[config.mk]
export PLATFORM = sky130hd
export DESIGN_NAME = icache_refill_unit
export DESIGN_NICKNAME = d
export VERILOG_FILES = /design/src/rtl/icache_pkg.sv /design/src/rtl/icache_refill_linebuf.sv /design/src/rtl/icache_refill_unit.sv
export SDC_FILE = /design/constraint.sdc
export NUM_CORES = 1
export LEC_CHECK = 0
export ABC_CLOCK_PERIOD_IN_PS = 4800
export BUFFER_PORTS_ARGS = -buffer_cell sky130_fd_sc_hd__clkbuf_2
export CAP_MARGIN = 20
export CORE_ASPECT_RATIO = 0.75
export CORE_UTILIZATION = 25
export CTS_CLUSTER_DIAMETER = 60
export CTS_CLUSTER_SIZE = 20
export DETAILED_ROUTE_END_ITERATION = 8
export PLACE_DENSITY_LB_ADDON = 0.15
export SETUP_SLACK_MARGIN = 0.2
export SYNTH_ARGS = -nofsm -noshare
export SYNTH_HDL_FRONTEND = slang
export SYNTH_HIERARCHICAL = 1
export SYNTH_SLANG_ARGS = --single-unit
[constraint.sdc]
create_clock -name Clk -period 4.8 [get_ports Clk]
set_input_delay 0.96 -clock Clk [delete_from_list [all_inputs] [get_ports Clk]]
set_output_delay 0.96 -clock Clk [all_outputs]
set_load 0.01 [all_outputs]
[src/rtl/icache_pkg.sv]
// Shared ICache definitions: line geometry, AXI read encodings and the
// refill FSM state encoding (also used by the ICache main FSM).
package icache_pkg;

  localparam int ICACHE_BEATS  = 8;
  localparam int ICACHE_BEAT_W = 32;
  localparam int ICACHE_LINE_W = ICACHE_BEATS * ICACHE_BEAT_W;

  localparam logic [2:0] AXI_SIZE_4B    = 3'b010;
  localparam logic [1:0] AXI_BURST_INCR = 2'b01;
  localparam logic [1:0] AXI_BURST_WRAP = 2'b10;
  localparam logic [1:0] AXI_RESP_OKAY  = 2'b00;

  typedef enum logic [2:0] {
    REFILL_IDLE  = 3'd0,
    REFILL_AR    = 3'd1,
    REFILL_R     = 3'd2,
    REFILL_DONE  = 3'd3,
    REFILL_DRAIN = 3'd4
  } refill_state_e;

  // Any response other than OKAY marks the beat as erroneous.
  function automatic logic resp_is_err(input logic [1:0] resp);
    return (resp != AXI_RESP_OKAY);
  endfunction

endpackage

[src/rtl/icache_refill_linebuf.sv]
// Line assembly buffer: LINEBEATS words of BEATWIDE bits, one indexed write
// per cycle, whole line presented flat (word i at bits [BEATWIDE*i +: BEATWIDE]).
// rst_n is a synchronous active-low clear.
module icache_refill_linebuf #(
  parameter int BEATWIDE  = 32,
  parameter int LINEBEATS = 8,
  parameter int IDXW      = $clog2(LINEBEATS)
) (
  input  logic                          clk,
  input  logic                          rst_n,
  input  logic                          we,
  input  logic [IDXW-1:0]               widx,
  input  logic [BEATWIDE-1:0]           wdata,
  output logic [BEATWIDE*LINEBEATS-1:0] line
);

  logic [BEATWIDE-1:0] mem_r [LINEBEATS];

  // Word storage: cleared on reset, one indexed write per beat.
  always_ff @(posedge clk) begin
    if (!rst_n) begin
      for (int i = 0; i < LINEBEATS; i++) begin
        mem_r[i] <= '0;
      end
    end else if (we) begin
      mem_r[widx] <= wdata;
    end
  end

  // Flatten the words into the line bus.
  always_comb begin
    line = '0;
    for (int i = 0; i < LINEBEATS; i++) begin
      line[i*BEATWIDE +: BEATWIDE] = mem_r[i];
    end
  end

endmodule

[src/rtl/icache_refill_unit.sv]
// ICache miss-refill engine: one miss -> one AXI read (8-beat line or single
// uncached beat), beats assembled into a line returned with a 1-cycle pulse.
// A flush drains the outstanding burst without returning data.
// Optional build macro ICACHE_REFILL_CWF_EN: critical-word-first (WRAP burst
// starting at the missed word, CritValid/CritWord ports).
module icache_refill_unit
  import icache_pkg::*;
#(
  parameter int ADDRWIDE  = 32,
  parameter int BEATWIDE  = ICACHE_BEAT_W,
  parameter int LINEBEATS = ICACHE_BEATS
) (
  input  logic                          Clk,
  input  logic                          Rest,
  input  logic                          MissReq,
  input  logic [ADDRWIDE-1:0]           MissAddr,
  input  logic                          MissCached,
  input  logic                          Flush,
  output logic                          RefillBusy,
  output logic                          ArValid,
  input  logic                          ArReady,
  output logic [ADDRWIDE-1:0]           ArAddr,
  output logic [7:0]                    ArLen,
  output logic [2:0]                    ArSize,
  output logic [1:0]                    ArBurst,
  input  logic                          RValid,
  output logic                          RReady,
  input  logic [BEATWIDE-1:0]           RData,
  input  logic [1:0]                    RResp,
  input  logic                          RLast,
  output logic                          LineValid,
  output logic [BEATWIDE*LINEBEATS-1:0] LineData,
  output logic [ADDRWIDE-1:0]           LineAddr,
  output logic                          LineCached,
`ifdef ICACHE_REFILL_CWF_EN
  output logic                          CritValid,
  output logic [BEATWIDE-1:0]           CritWord,
`endif
  output logic                          LineErr
);

  localparam int IDXW = $clog2(LINEBEATS);
  localparam int OFFW = $clog2(BEATWIDE / 8);
  localparam logic [ADDRWIDE-1:0] BEAT_MASK = ~(ADDRWIDE'(BEATWIDE / 8 - 1));
  localparam logic [ADDRWIDE-1:0] LINE_MASK = ~(ADDRWIDE'(BEATWIDE / 8 * LINEBEATS - 1));

  refill_state_e       state_r, next_state_s;
  logic                accept_s, beat_s;
  logic                busy_r, arvalid_r, rready_r, pend_r, first_r, err_r, cached_r;
  logic [IDXW-1:0]     idx_r, start_idx_s;
  logic [ADDRWIDE-1:0] araddr_r, araddr_s, lineaddr_r;
  logic [7:0]          arlen_r, arlen_s;
  logic [1:0]          arburst_s;
`ifdef ICACHE_REFILL_CWF_EN
  logic [1:0]          arburst_r;
`endif

  // Next state plus the accept / beat-capture strobes.
  always_comb begin
    next_state_s = state_r;
    accept_s     = 1'b0;
    beat_s       = 1'b0;
    case (state_r)
      REFILL_IDLE: begin
        if (MissReq && !Flush) begin
          accept_s     = 1'b1;
          next_state_s = REFILL_AR;
        end else begin
          next_state_s = REFILL_IDLE;
        end
      end
      REFILL_AR: begin
        if (ArReady) begin
          next_state_s = (pend_r || Flush) ? REFILL_DRAIN : REFILL_R;
        end else begin
          next_state_s = REFILL_AR;
        end
      end
      REFILL_R: begin
        beat_s = RValid && !Flush;
        if (Flush) begin
          // A flush on the last beat itself has nothing left to drain.
          next_state_s = (RValid && RLast) ? REFILL_IDLE : REFILL_DRAIN;
        end else if (RValid && RLast) begin
          next_state_s = REFILL_DONE;
        end else begin
          next_state_s = REFILL_R;
        end
      end
      REFILL_DONE: begin
        next_state_s = REFILL_IDLE;
      end
      REFILL_DRAIN: begin
        next_state_s = (RValid && RLast) ? REFILL_IDLE : REFILL_DRAIN;
      end
      default: begin
        next_state_s = REFILL_IDLE;
      end
    endcase
  end

  // AR request fields and first write index derived from the incoming miss.
  always_comb begin
    start_idx_s = MissAddr[OFFW +: IDXW];
    arburst_s   = AXI_BURST_INCR;
    if (MissCached) begin
      arlen_s = 8'(LINEBEATS - 1);
`ifdef ICACHE_REFILL_CWF_EN
      araddr_s  = MissAddr & BEAT_MASK;
      arburst_s = AXI_BURST_WRAP;
`else
      araddr_s    = MissAddr & LINE_MASK;
      start_idx_s = '0;
`endif
    end else begin
      arlen_s  = 8'd0;
      araddr_s = MissAddr & BEAT_MASK;
    end
  end

  // FSM state, registered AXI controls and per-miss capture registers.
  always_ff @(posedge Clk) begin
    if (!Rest) begin
      state_r    <= REFILL_IDLE;
      busy_r     <= 1'b0;
      arvalid_r  <= 1'b0;
      rready_r   <= 1'b0;
      pend_r     <= 1'b0;
      first_r    <= 1'b0;
      err_r      <= 1'b0;
      cached_r   <= 1'b0;
      idx_r      <= '0;
      araddr_r   <= '0;
      arlen_r    <= 8'd0;
      lineaddr_r <= '0;
`ifdef ICACHE_REFILL_CWF_EN
      arburst_r  <= AXI_BURST_INCR;
`endif
    end else begin
      state_r   <= next_state_s;
      busy_r    <= (next_state_s != REFILL_IDLE);
      arvalid_r <= (next_state_s == REFILL_AR);
      rready_r  <= (next_state_s == REFILL_R) || (next_state_s == REFILL_DRAIN);
      // Flush seen while AR is outstanding is remembered until the handshake.
      pend_r    <= (next_state_s == REFILL_AR) && (pend_r || ((state_r == REFILL_AR) && Flush));
      if (accept_s) begin
        cached_r   <= MissCached;
        araddr_r   <= araddr_s;
        arlen_r    <= arlen_s;
        lineaddr_r <= MissAddr & LINE_MASK;
        idx_r      <= start_idx_s;
        err_r      <= 1'b0;
        first_r    <= 1'b1;
`ifdef ICACHE_REFILL_CWF_EN
        arburst_r  <= arburst_s;
`endif
      end else if (beat_s) begin
        idx_r   <= idx_r + IDXW'(1);
        err_r   <= err_r | resp_is_err(RResp);
        first_r <= 1'b0;
      end
    end
  end

  icache_refill_linebuf #(
    .BEATWIDE  (BEATWIDE),
    .LINEBEATS (LINEBEATS)
  ) u_linebuf (
    .clk   (Clk),
    .rst_n (Rest),
    .we    (beat_s),
    .widx  (idx_r),
    .wdata (RData),
    .line  (LineData)
  );

  assign RefillBusy = busy_r;
  assign ArValid    = arvalid_r;
  assign ArAddr     = araddr_r;
  assign ArLen      = arlen_r;
  assign ArSize     = AXI_SIZE_4B;
  assign RReady     = rready_r;
  assign LineValid  = (state_r == REFILL_DONE) && !Flush;
  assign LineAddr   = lineaddr_r;
  assign LineCached = cached_r;
  assign LineErr    = err_r;
`ifdef ICACHE_REFILL_CWF_EN
  assign ArBurst    = arburst_r;
  assign CritValid  = (state_r == REFILL_R) && RValid && first_r;
  assign CritWord   = RData;
`else
  assign ArBurst    = AXI_BURST_INCR;
  logic unused_s;
  assign unused_s   = ^arburst_s;
`endif

endmodule

==> impl_metrics.json, run 1 <==
{
  "synthFlopType": "edfxtp_1",
  "p_leak_nw": 5.93,
  "synth_cell_types": 42,
  "dp_hpwl_microns": 26400,
  "ys_seq_area_share_pct": 74.1,
  "final_nets": 1304,
  "fill_cells": 4612,
  "drc": 0,
  "worst_clock_skew_ns": 0.0170,
  "cp_max_fo": 30,
  "reg2reg_from": "state_r[1]",
  "cp.arrival_ns": 3.59,
  "synth_edf_count": 256,
  "grt_pass1_vias": 7652,
  "start_kind": "input pin",
  "syn_area_sq_um": 11500,
  "synthCells": 885,
  "required_ns": 5.03,
  "startpoint": "Flush",
  "rows": 67,
  "worstHoldStart": "LineErr",
  "antenna_found_initial": 3,
  "hold_ws_ns": 0.454,
  "dpl_cell_area_sq_um": 13900,
  "drt-wirelength-per-cell_microns": 20.9,
  "vias_per_cell": 4.33,
  "ant_nets": 0,
  "synth_top_area_share_pct": 66.8,
  "grt_first_pass_wirelength_microns": 54500,
  "path_cells": "clkbuf_2 > nor4b_1 > nand2_1 > inv_2 > nand2_1 > o21ai_4 > buf_4",
  "die-height_microns": 188,
  "slowest_delay_ns": 0.59,
  "ctsHoldBuffers": 0,
  "cp_slowest_cell": "o21ai_4",
  "grt_max_degree": 71,
  "finalInstanceArea_sq_um": 14800,
  "max-slew-margin-rel_pct": 34.4,
  "first_iter_violations": 557,
  "slew_viol_final": 0,
  "syn_area_per_cell_sq_um": 13.0,
  "synth-seq-cells": 298,
  "grt-ovfl-total": 0,
  "layout_commonest_cell": "clkbuf_2",
  "hp-class": "reg2reg",
  "async_flop_share_pct": 0,
  "hold_viol_final": 0,
  "worst-path-buf-inv": 3,
  "die_area_sq_um": 46900,
  "wl_microns": 38300,
  "powerDensity_nw_per_um2": 376,
  "crit_type": "in2reg",
  "rsz0062_at_grt": "no",
  "post_cts_buffers": 0,
  "crit_family": "simple AND/OR/NAND/NOR gates",
  "setup_violations": 0,
  "synthTopCellsByArea": "edfxtp_1 67%, nor2_1 8.4%, dfxtp_1 7.3%, buf_4 3.1%, nand4b_1 2.4%",
  "crit_top_cell": "nand2_1",
  "tightest_slew_ns": 0.985,
  "max_freq_mhz": 298,
  "die_w_microns": 250,
  "path_clk_slew_ns": 0.07,
  "cap_violations": 0,
  "portBuffers": 393,
  "final_cell_mix": "392 x clkbuf_2, 259 x nor2_1, 256 x edfxtp_1, 65 x nand2_1, 41 x dfxtp_1",
  "syn_to_final_growth_pct": 28.3,
  "cts_max_level": 1,
  "grtUsageTotal_pct": 15.8,
  "cts_sinks": 298,
  "synth_warnings": 6,
  "drive_gt1_share_pct": 37.9,
  "vias": 7943,
  "cts_made_buffers": 27,
  "insertion_delay_ns": 0.56,
  "finalCriticalPeriod_ns": 3.36,
  "ios": 413,
  "status": "finished clean",
  "post_cts_resized": 0,
  "start_util_pct": 25.6,
  "ir_drop_v": 0.000231,
  "clockBufferDepth": 3,
  "yosysTopAreaCell": "edfxtp_1",
  "post-route-period-util_pct": 69.9,
  "gp_congestion": 0.770,
  "core_area_sq_um": 45000,
  "root_buffer": "clkbuf_16",
  "critPathCaptureType": "flip-flop",
  "first_pass_iters": 5,
  "cts_tree": "built"
}
## cell type report
class,instances,area [sq um],area share [%]
timing repair buffer,410,2110,14.3
antenna,3,7.51,0.0508
clock inverter,19,218,1.47
tap,586,733,4.97
multi-input combinational,490,2480,16.8
sequential,298,8530,57.8
clock buffer,28,679,4.60
inverter,2,7.51,0.0508
## per-stage QoR
step | power [W] | setup TNS (ns) | cells | utilization (%) | setup WS [ns]
6_report | 0.00556 | 0 | 1836 | 32.8 | 1.44
3_5_place_dp | 0.00339 | 0 | 1786 | 30.8 | 0.839
5_1_grt | 0.00577 | 0 | 1836 | 32.8 | 1.19
4_1_cts | 0.00565 | 0 | 1833 | 32.8 | 1.43
2_1_floorplan | 0.00320 | -0.00561 | 900 | - | -0.000101
3_3_place_gp | 0.00339 | 0 | 1786 | 30.8 | 0.847
## cell usage after synthesis, types with 2 or more instances
cell type  instances
nor2_1           259
edfxtp_1         256
nand2_1           66
buf_4             48
dfxtp_1           42
buf_2             40
nand4_1           33
nand4b_1          32
a21boi_0          26
clkbuf_1          18
o21ai_0           12
a21boi_1           5
buf_6              4
nand2b_1           4
nor2b_1            4
a21oi_1            3
and3_1             3
and2_1             2
conb_1             2
inv_1              2
o21a_1             2
o31ai_1            2
## power breakdown
| part | internal, W | switching [W] | leakage (nW) |
|---|---|---|---|
| sequential | 0.00289 | 0.0000428 | 2.99 |
| clock | 0.00114 | 0.00110 | 0.431 |
| combinational | 0.000125 | 0.000263 | 2.50 |
## path summary, 6_finish.rpt
path,to,cells past startpoint,slack (ns)
worst max-delay path,u_linebuf/mem_r[7][9],7,1.44
worst min-delay path,LineErr,2,0.45
worst max register to register,u_linebuf/mem_r[7][9],6,1.56
worst min register to register,LineErr,2,0.45
## worst register-to-register path, stage by stage (launching register included)
cell	delay, ns
dfxtp_1	0.46
nor4b_1	0.51
nand2_1	0.16
inv_2	0.44
nand2_1	0.39
o21ai_4	0.59
buf_4	0.39
## state kept, by name, indices dropped and copies added (netlist names)
name             cells
ArAddr               4
ArLen                1
ArValid              1
LineAddr            26
LineErr              1
RReady               1
RefillBusy           1
idx_r                3
pend_r               1
state_r              3
u_linebuf/mem_r    256
## routing by layer
layer	GRT usage, %	part of all wire (%)	wire length [microns]
met1	22.9	48	18200
met2	23.7	44	17000
met3	3.58	5.8	2240
met4	4.11	2.3	871
met5	0	0	0
## cells by family after synthesis
kind of cell,Yosys count,synth area share (%)
simple gates,415,16.4
flops,298,74.1
buf+inv,112,5.91
compound gates,55,3.31
other cells,2,0.0652
fa+ha+maj,1,0.109
xor+xnor,1,0.0761
mux,1,0.0869
Power figures use the tool's default switching activity.
==> inputs of run 2 (changes only) <==
- ABC_CLOCK_PERIOD_IN_PS: 4800 -> 3000
- clock period: 4.8 -> 3 ns (I/O delays scaled with it)
==> impl_metrics.json, run 2 (synthesized netlist as in run 1, its figures left out) <==
{
  "status": "finished clean",
  "tightest_slew_ns": 0.924,
  "post_cts_resized": 0,
  "die-height_microns": 188,
  "ctsHoldBuffers": 0,
  "grtUsageTotal_pct": 15.7,
  "grt_max_degree": 58,
  "p_leak_nw": 5.99,
  "top_register": "u_linebuf/mem_r",
  "instances_no_fill": 1844,
  "die_area_sq_um": 46900,
  "slew_viol_final": 0,
  "cts_tree": "built",
  "start_util_pct": 25.6,
  "post_cts_buffers": 0,
  "rsz0062_at_grt": "no",
  "use_met3_pct": 3.41,
  "hold-path-cell-count": 3,
  "largest_reg_flops": 256,
  "r2r_cells": 6,
  "gr-usage-met2_pct": 23.5,
  "critPathCaptureType": "flip-flop",
  "register_area_sq_um": 8530,
  "wl_microns": 38000,
  "core_area_sq_um": 45000,
  "numPlacedInstances": 1800,
  "cap_violations": 0,
  "drt-wirelength-per-cell_microns": 20.6,
  "first_iter_violations": 487,
  "ir_drop_v": 0.000346,
  "first_pass_iters": 4,
  "hp-class": "in2reg",
  "drc": 0,
  "cts_max_level": 1,
  "ios": 413,
  "start_kind": "flip-flop",
  "total_power_w": 0.00865,
  "cts_sinks": 298,
  "layout_commonest_cell": "clkbuf_2",
  "final_cell_mix": "392 x clkbuf_2, 259 x nor2_1, 256 x edfxtp_1, 65 x nand2_1, 41 x dfxtp_1",
  "root_buffer": "clkbuf_16",
  "finalInstanceArea_sq_um": 14900,
  "insertion_delay_ns": 0.55,
  "drive_gt1_share_pct": 38.2,
  "finish.utilization_pct": 33.1,
  "clockBufferDepth": 3,
  "vias_per_cell": 4.36,
  "pre_cts_ws_ns": 0.337,
  "gp_congestion": 0.819,
  "die_w_microns": 250,
  "grt-busiest-layer": "met2",
  "required_ns": 3.40,
  "cp.arrival_ns": 2.76,
  "grt-ovfl-total": 0,
  "cp_max_fo": 41,
  "diodes": 0,
  "dpl_cell_area_sq_um": 14100,
  "grt_use_met1_pct": 23.0,
  "rows": 67,
  "path_clk_slew_ns": 0.08,
  "ant_nets": 0,
  "grt_pass1_vias": 7664,
  "fill_cells": 4609,
  "finalCriticalPeriod_ns": 2.36,
  "dp_hpwl_microns": 27300,
  "syn_to_final_growth_pct": 29.3,
  "portBuffers": 393,
  "cts_made_buffers": 25,
  "powerDensity_nw_per_um2": 581,
  "vias": 8047,
  "layout_setup_ws_ns": 0.640,
  "antenna_found_initial": 0,
  "max-slew-margin-rel_pct": 38.4,
  "crit_type": "reg2reg",
  "worst_clock_skew_ns": 0.0219,
  "setup_violations": 0,
  "grt_first_pass_wirelength_microns": 54400,
  "final_nets": 1316,
  "hold_viol_final": 0,
  "multi_input_area_sq_um": 2480,
  "max_freq_mhz": 424,
  "post-route-period-util_pct": 78.7
}
==> run 2: cell types whose count changed in the layout (fill, tap and decap cells not counted) <==
cell and change:
bufinv_16 -1, inv_16 +1, clkinv_8 +1, diode_2 -3, clkbuf_16 -2, clkinv_1 +3
inv_12 -2, inv_6 -3, clkinv_2 -1, buf_12 +9, clkinv_4 +1, buf_4 +5
==> run 2: layer usage <==
layer | vias up | share of wire [%]
met3 | 40 | 5.6
met1 | 4014 | 48
li1 | 3752 | -
met4 | 0 | 2.1
met5 | - | 0
met2 | 241 | 44
==> run 2: cell type report <==
type / instances / area share [%]
clock buffer: 26 / 4.23
clock inverter: 18 / 1.21
multi-input combinational: 490 / 16.7
timing repair buffer: 424 / 15.6
inverter: 2 / 0.0504
tap: 586 / 4.92
sequential: 298 / 57.3
==> run 2: worst max-delay path: stages (launching register included) <==
cell      delay (ns)
dfxtp_1         0.45
nor4b_1         0.39
nand2_1         0.15
inv_2           0.18
buf_4           0.39
nand4b_1        0.42
nor2_1          0.21
==> run 2: where the power goes <==
part           total, W  switching, W  internal (W)
sequential      0.00469     0.0000682       0.00462
clock           0.00332       0.00170       0.00162
combinational  0.000644      0.000420      0.000224
total           0.00865       0.00219       0.00646
==> run 2: final timing paths <==
| path | slack, ns | endpoint | startpoint |
|---|---|---|---|
| min | 0.26 | LineAddr[17] | MissAddr[17] |
| min reg2reg | 0.45 | LineErr | LineErr |
| max | 0.64 | u_linebuf/mem_r[0][24] | state_r[1] |
| max reg2reg | 0.64 | u_linebuf/mem_r[0][24] | state_r[1] |
==> run 2: stage by stage <==
| step | hold WS [ns] | TNS, ns |
|---|---|---|
| floorplan | 0.465 | -4.20 |
| global placement | 0.448 | 0 |
| detailed placement | 0.438 | 0 |
| CTS | 0.232 | 0 |
| global route | 0.255 | 0 |
| finish | 0.265 | 0 |
